[config.mk]
export PLATFORM = sky130hd
export DESIGN_NAME = mem_arbiter
export DESIGN_NICKNAME = d
export VERILOG_FILES = /design/src/rtl/cpu_types_pkg.sv /design/src/rtl/arb_starve_ctr.sv /design/src/rtl/mem_arbiter.sv
export SDC_FILE = /design/constraint.sdc
export NUM_CORES = 1
export LEC_CHECK = 0
export ABC_AREA = 0
export CORE_MARGIN = 1
export CORE_UTILIZATION = 35
export CTS_CLUSTER_SIZE = 28
export DETAILED_ROUTE_END_ITERATION = 8
export PLACE_DENSITY = 0.83
export SLEW_MARGIN = 40
export SYNTH_ARGS = -nofsm -noshare
export SYNTH_HDL_FRONTEND = slang
export SYNTH_SLANG_ARGS = --single-unit
[constraint.sdc]
create_clock -name CLK -period 3.4 [get_ports CLK]
set_input_delay 0.68 -clock CLK [delete_from_list [all_inputs] [get_ports CLK]]
set_output_delay 0.68 -clock CLK [all_outputs]
set_load 0.03 [all_outputs]
[src/rtl/cpu_types_pkg.sv]
// Shared datapath/memory types: word, RAM handshake state and arbiter state.
package cpu_types_pkg;

  typedef logic [31:0] word_t;

  typedef enum logic [1:0] {
    FREE   = 2'd0,
    BUSY   = 2'd1,
    ACCESS = 2'd2,
    ERROR  = 2'd3
  } ramstate_t;

  typedef enum logic [1:0] {
    IDLE   = 2'd0,
    IGRANT = 2'd1,
    DGRANT = 2'd2
  } arb_state_t;

  localparam int         ERR_CNT_W   = 8;
  localparam logic [7:0] ERR_CNT_MAX = 8'hFF;

endpackage

[src/rtl/arb_starve_ctr.sv]
// Saturating count of data grants taken while an instruction fetch waits.
module arb_starve_ctr #(
  parameter int STARVE_MAX = 4
) (
  input  logic clk,
  input  logic rst,
  input  logic inc,
  input  logic clr,
  output logic sat
);

  localparam logic [3:0] CNT_MAX = 4'(STARVE_MAX);

  logic [3:0] cnt_q, cnt_d;

  always_comb begin
    cnt_d = cnt_q;
    if (clr)
      cnt_d = 4'd0;
    else if (inc && (cnt_q != CNT_MAX))
      cnt_d = cnt_q + 4'd1;
  end

  always_ff @(posedge clk or posedge rst) begin
    if (rst)
      cnt_q <= 4'd0;
    else
      cnt_q <= cnt_d;
  end

  assign sat = (cnt_q == CNT_MAX);

endmodule

[src/rtl/mem_arbiter.sv]
// Single-port RAM arbiter between instruction fetch and data port; data has
// priority except when the starvation counter forces an instruction grant.
module mem_arbiter
  import cpu_types_pkg::*;
#(
  parameter int STARVE_MAX = 4
) (
  input  logic      CLK,
  input  logic      RST,
  input  logic      iREN,
  input  word_t     iaddr,
  output logic      iwait,
  output word_t     iload,
  input  logic      dREN,
  input  logic      dWEN,
  input  word_t     daddr,
  input  word_t     dstore,
  output logic      dwait,
  output word_t     dload,
  output logic      ramREN,
  output logic      ramWEN,
  output word_t     ramaddr,
  output word_t     ramstore,
  input  word_t     ramload,
  input  ramstate_t ramstate,
  output logic [7:0] err_cnt
);

  arb_state_t state_q, state_d;
  word_t      addr_q, addr_d;
  word_t      store_q, store_d;
  logic       ren_q, ren_d;
  logic       wen_q, wen_d;
  logic [7:0] err_q, err_d;

  logic dreq, win_req, starve_inc, starve_clr, starve_sat;
  logic i_done, d_done;

  arb_starve_ctr #(.STARVE_MAX(STARVE_MAX)) u_starve (
    .clk (CLK),
    .rst (RST),
    .inc (starve_inc),
    .clr (starve_clr),
    .sat (starve_sat)
  );

  assign dreq    = dREN | dWEN;
  // The winner still holding its request is what keeps the access alive.
  assign win_req = ((state_q == IGRANT) && iREN) || ((state_q == DGRANT) && dreq);
  assign i_done  = (state_q == IGRANT) && iREN && (ramstate == ACCESS);
  assign d_done  = (state_q == DGRANT) && dreq && (ramstate == ACCESS);

  always_comb begin
    state_d    = state_q;
    addr_d     = addr_q;
    store_d    = store_q;
    ren_d      = ren_q;
    wen_d      = wen_q;
    err_d      = err_q;
    starve_inc = 1'b0;
    starve_clr = 1'b0;
    case (state_q)
      IDLE: begin
        starve_clr = !iREN;
        if (dreq && !(iREN && starve_sat)) begin
          state_d    = DGRANT;
          addr_d     = daddr;
          store_d    = dstore;
          ren_d      = !dWEN;
          wen_d      = dWEN;
          starve_inc = iREN;
        end else if (iREN) begin
          state_d    = IGRANT;
          addr_d     = iaddr;
          store_d    = '0;
          ren_d      = 1'b1;
          wen_d      = 1'b0;
          starve_clr = 1'b1;
        end
      end
      IGRANT, DGRANT: begin
        // Abort and completion both return to IDLE; ERROR retries in place.
        if (!win_req || (ramstate == ACCESS)) begin
          state_d = IDLE;
          ren_d   = 1'b0;
          wen_d   = 1'b0;
        end else if ((ramstate == ERROR) && (err_q != ERR_CNT_MAX)) begin
          err_d = err_q + 8'd1;
        end
      end
      default: begin
        state_d = IDLE;
        ren_d   = 1'b0;
        wen_d   = 1'b0;
      end
    endcase
  end

  always_ff @(posedge CLK or posedge RST) begin
    if (RST) begin
      state_q <= IDLE;
      addr_q  <= '0;
      store_q <= '0;
      ren_q   <= 1'b0;
      wen_q   <= 1'b0;
      err_q   <= '0;
    end else begin
      state_q <= state_d;
      addr_q  <= addr_d;
      store_q <= store_d;
      ren_q   <= ren_d;
      wen_q   <= wen_d;
      err_q   <= err_d;
    end
  end

  // Strobes fall in the same cycle a winner withdraws its request.
  assign ramREN   = ren_q & win_req;
  assign ramWEN   = wen_q & win_req;
  assign ramaddr  = addr_q;
  assign ramstore = store_q;
  assign err_cnt  = err_q;

  assign iwait = !i_done;
  assign dwait = !d_done;
  assign iload = i_done ? ramload : '0;
  assign dload = (d_done && !wen_q) ? ramload : '0;

endmodule

Word-level counts from Yosys, hierarchy flattened. Index checks and enable logic that the tools add are counted.

Bits of input ports: 135. Word-level logic and storage cells: 71. Flip-flop bits (word level): 80. Output and inout bits: 140.

Add/sub/neg operators: 2. Bitwise logic cells: 4. Equal/unequal tests: 9. Muxes and demuxes: 24. Reductions and logical operators: 25.

Operators by type and width (count): $mux W32 (6); $mux W1 (10); $logic_and A1 B1 Y1 (9); $add A8 B1 Y8 const B (1); $mux W4 (2); $ne A8 B8 Y1 const B (1); $logic_not A1 Y1 (7); $eq A2 B2 Y1 const B (3); $mux W2 (3); $add A4 B1 Y4 const B (1); $eq A4 B3 Y1 const B (1); $ne A4 B3 Y1 const B (1); $pmux W1 S2 (2); $pmux W2 S2 (1); $reduce_and A2 Y1 (2); $reduce_bool A2 Y1 (2); $ne A3 B3 Y1 const B (1); $reduce_and A3 Y1 (1); $and A1 B1 Y1 (2); $eq A2 B1 Y1 const B (1); $logic_not A2 Y1 (1); $logic_or A1 B1 Y1 (2); $ne A2 B2 Y1 const B (1); $reduce_or A2 Y1 (1); 2 further kinds (2).

Depth between registers and ports, before layout.
Depth after elaboration: 9. Depth in mapped cells: 8. Mapped depth without buffers: 6.

Hierarchy. From an unflattened synthesis, not the netlist that was laid out.

Cell total of the unflattened synthesis: 375. Area, all modules: 4053.9 sq um.

Modules (own cells, without submodules): mem_arbiter (cells each 350, sequential area each 1901.8 sq um, instances 1, area an instance 3816.2 sq um); arb_starve_ctr (cells each 25, sequential area each 100.1 sq um, instances 1, area an instance 237.7 sq um).

Worst setup path after synthesis. OpenSTA, ideal clock, no wires.

Path kind: input-to-output. Start: in dREN. End: out dload[10]. Setup slack: 813 ps. Stages: 5. Arrival time: 1907 ps. Required time: 2720 ps. Path buffers: 1. Path through: o21ai_0 or2_2 nor2_2 clkbuf_1 and2_1.

Longest elaborated chain between the ends: 5.

Ends and longest elaborated chain: from (decl) (RTL line mem_arbiter.sv:14) `input logic dREN,`; $or A1 B1 Y1 (RTL line mem_arbiter.sv:47) `assign dreq = dREN | dWEN;`; $logic_and A1 B1 Y1 (2 in a row) (RTL line mem_arbiter.sv:51) `assign d_done = (state_q == DGRANT) && dreq && (ramstate == ACCESS);`; $logic_and A1 B1 Y1 (RTL line mem_arbiter.sv:127) `assign dload = (d_done && !wen_q) ? ramload : '0;`; $mux W32 (RTL line mem_arbiter.sv:127); to (decl) (RTL line mem_arbiter.sv:19) `output word_t dload,`.

Every way passes these cells.

Final worst setup path.
Start: in dWEN. End: out dload[19].

Longest elaborated chain between the ends: 5.

Ends and longest elaborated chain: from (decl) (RTL line mem_arbiter.sv:15) `input logic dWEN,`; $or A1 B1 Y1 (RTL line mem_arbiter.sv:47); $logic_and A1 B1 Y1 (2 in a row) (RTL line mem_arbiter.sv:51); $logic_and A1 B1 Y1 (RTL line mem_arbiter.sv:127); $mux W32 (RTL line mem_arbiter.sv:127).

Every way passes these cells.

==> impl_metrics.json <==
{
  "dp.cells": 730,
  "yosys.area.top_type_share": 0.525,
  "hold_violations": 0,
  "status": "completed",
  "gp_congestion": 0.876,
  "pwr-share-clk": 0.130,
  "cts-resized-gates": 0,
  "first_pass_iters": 6,
  "n_fill_cell": 880,
  "antenna_left": 0,
  "p_per_area_nw_per_um2": 796,
  "regArea_um2": 2000,
  "synth_edf_count": 0,
  "cp_num_buf_inv": 3,
  "min_from": "err_cnt[7]$_DFFE_PP0P_",
  "cts_setup_buffers": 0,
  "clkTransAtPathRegs_ps": 90,
  "switching_power_mw": 2.27,
  "final_cell_area_um2": 6720,
  "die_h_um": 106,
  "avgViaCountPerCell": 4.99,
  "syn-num-nets": 480,
  "syn_inst": 339,
  "grt_max_degree": 67,
  "power.internal_mw": 3.08,
  "fin_cells": 746,
  "yosysWarningCount": 0,
  "clock_skew_ps": 9.07,
  "avgSynthCellArea_um2": 11.3,
  "tightest_slew_ps": 709,
  "grt_pass1_wl_mm": 18.7,
  "end_kind": "output pin",
  "grt_pass1_vias": 3714,
  "start_kind": "input port",
  "ys_seq_elements": 80,
  "slowest_delay_ps": 540,
  "place_area_um2": 6520,
  "whs_ps": 504,
  "critPathSlowestCell": "clkdlybuf4s50_1",
  "cts_max_path_buffers": 2,
  "final_common_cell": "clkdlybuf4s50_1",
  "grtUsageTotal": 0.214,
  "layout_common_cells": "210 x clkdlybuf4s50_1, 94 x and2_1, 80 x dfrtp_1",
  "synthTopCellsByArea": "dfrtp_1 52%, and2_1 15%, a221o_1 8.7%",
  "diodes": 0,
  "crit_path_max_fanout": 32,
  "htree_levels": 3,
  "fmax_mhz": 322,
  "core_area_um2": 10500,
  "routedWlPerCell_um": 16.5,
  "num_vias": 3724,
  "fin_setup_tns_ps": 0,
  "root_buffer": "clkbuf_8",
  "timing.slew.headroom": 0.527,
  "seq_power_share": 0.305,
  "synth_area_um2": 3820,
  "ir_drop_v": 0.000569,
  "grt_overflow_total": 0,
  "dp_hpwl_mm": 9.37,
  "cts_buffers": 9,
  "worstPathRequired_ps": 2720,
  "rsz0062_at_grt": "false",
  "crit_path_end": "dload[19]",
  "hold_path.class": "reg -> reg",
  "holdBufCountCts": 0,
  "finalWirelength_mm": 12.3,
  "drive_gt1_frac": 0.152,
  "p_sw_frac": 0.425,
  "timing.rr.start": "u_starve.cnt_q[0]$_DFFE_PP0P_",
  "yosysTopAreaCell": "dfrtp_1",
  "preCtsSetupSlack_ps": 292,
  "cp_cell_sequence": "clkdlybuf4s50_1 > o21ai_0 > or2_2 > nor2_2 > buf_4 > and2_1 > buf_12",
  "combPwrFrac": 0.565,
  "final_nets": 746,
  "grt_antenna_before_repair": 0,
  "ioPinCount": 275,
  "layout_setup_ws_ps": 294,
  "ys_types": 33,
  "numPortBuffers": 274,
  "fin_crit_sh": 0.914,
  "clkSinkCount": 80,
  "initial_core_util": 0.365,
  "cp.depth": 7,
  "rows": 37,
  "reg2reg_to": "ramaddr[3]$_DFFE_PP0P_",
  "path_class": "in -> out",
  "die_x_um": 106,
  "drtIter0Drc": 234,
  "ys_seq_area_frac": 0.525,
  "clkLatencyLatePin_ps": 350,
  "finalSetupViolCount": 0,
  "crit_family": "buffers and inverters",
  "cp_data_arrival_time_ps": 2430,
  "slew_violations": 0,
  "syn_to_final_growth_pct": 76.0,
  "drv_cap": 0,
  "ys_async_sr_fraction": 1.00,
  "cts_tree": "built",
  "die_area_um2": 11300,
  "r2r_slack_ps": 1340,
  "synthFlopType": "dfrtp_1",
  "p_leak_nw": 2.99,
  "multi_input_area_um2": 1670,
  "drcViolationCount": 0,
  "fin_crit_ps": 3110,
  "crit_start": "dWEN",
  "reg2reg_depth": 6
}
## how the worst min path moves through the flow
stage,end,slack (ps),cells after the start
after floorplan,ren_q$_DFFE_PP0P_,460,1
after global placement,err_cnt[6]$_DFFE_PP0P_,480,1
after detailed placement,err_cnt[6]$_DFFE_PP0P_,480,1
after CTS,err_cnt[6]$_DFFE_PP0P_,500,1
after global routing,err_cnt[6]$_DFFE_PP0P_,520,1
final,err_cnt[7]$_DFFE_PP0P_,500,1
## metal layers
layer / global-route usage / routed length, um
met1: 0.222 / 4400
met2: 0.404 / 6600
met3: 0.0546 / 948
met4: 0.0910 / 350
met5: 0 / 0
## final cells by class
type / instances / area share
multi-input combinational: 226 / 0.248
sequential: 80 / 0.298
inverter: 9 / 0.00522
tap: 136 / 0.0253
clock inverter: 7 / 0.0108
clock buffer: 9 / 0.0184
timing repair buffer: 279 / 0.394
## power by group through the flow
stage          registers (mW)  clock network (mW)  logic (mW)
2_1_floorplan            2.37                   0        1.05
3_3_place_gp             1.63                   0        2.99
3_5_place_dp             1.63                   0        3.04
4_1_cts                  1.63               0.716        3.05
5_1_grt                  1.68               0.760        3.19
6_report                 1.63               0.695        3.02
## kinds of logic (layout without fill, tap and decap cells)
kind of cell	Yosys count	after routing	synth area share
muxes	2	2	0.00557
buffers and inverters	33	304	0.0393
adders and majority gates	6	6	0.0197
xor gates and xnor gates	7	7	0.0161
AOI/OAI and AO/OA	77	77	0.183
and+or+nand+nor	134	134	0.212
DFF	80	80	0.525
## cells in the mapped netlist (all sizes together) (2+ instances only)
| master | n |
|---|---|
| a21oi | 2 |
| a221o | 33 |
| a22o | 35 |
| and2 | 99 |
| and3 | 2 |
| buf | 10 |
| clkbuf | 14 |
| dfrtp | 80 |
| ha | 6 |
| inv | 9 |
| nand2 | 7 |
| nand2b | 3 |
| nand3 | 7 |
| nand4 | 4 |
| nand4b | 2 |
| nor2 | 6 |
| o21ai | 3 |
| xnor2 | 7 |
## metrics by stage
step	utilization	power, mW
after floorplan	-	3.42
after global placement	0.623	4.62
after detailed placement	0.623	4.67
after CTS	0.642	5.40
after global routing	0.642	5.63
final	0.642	5.35
## sequential cells by signal, indices dropped and copies added, names as in the netlist
register        flops
ren_q               1
state_q             2
ramaddr            32
ramstore           32
err_cnt             8
wen_q               1
u_starve.cnt_q      4
(Power assumes the default switching activity.)
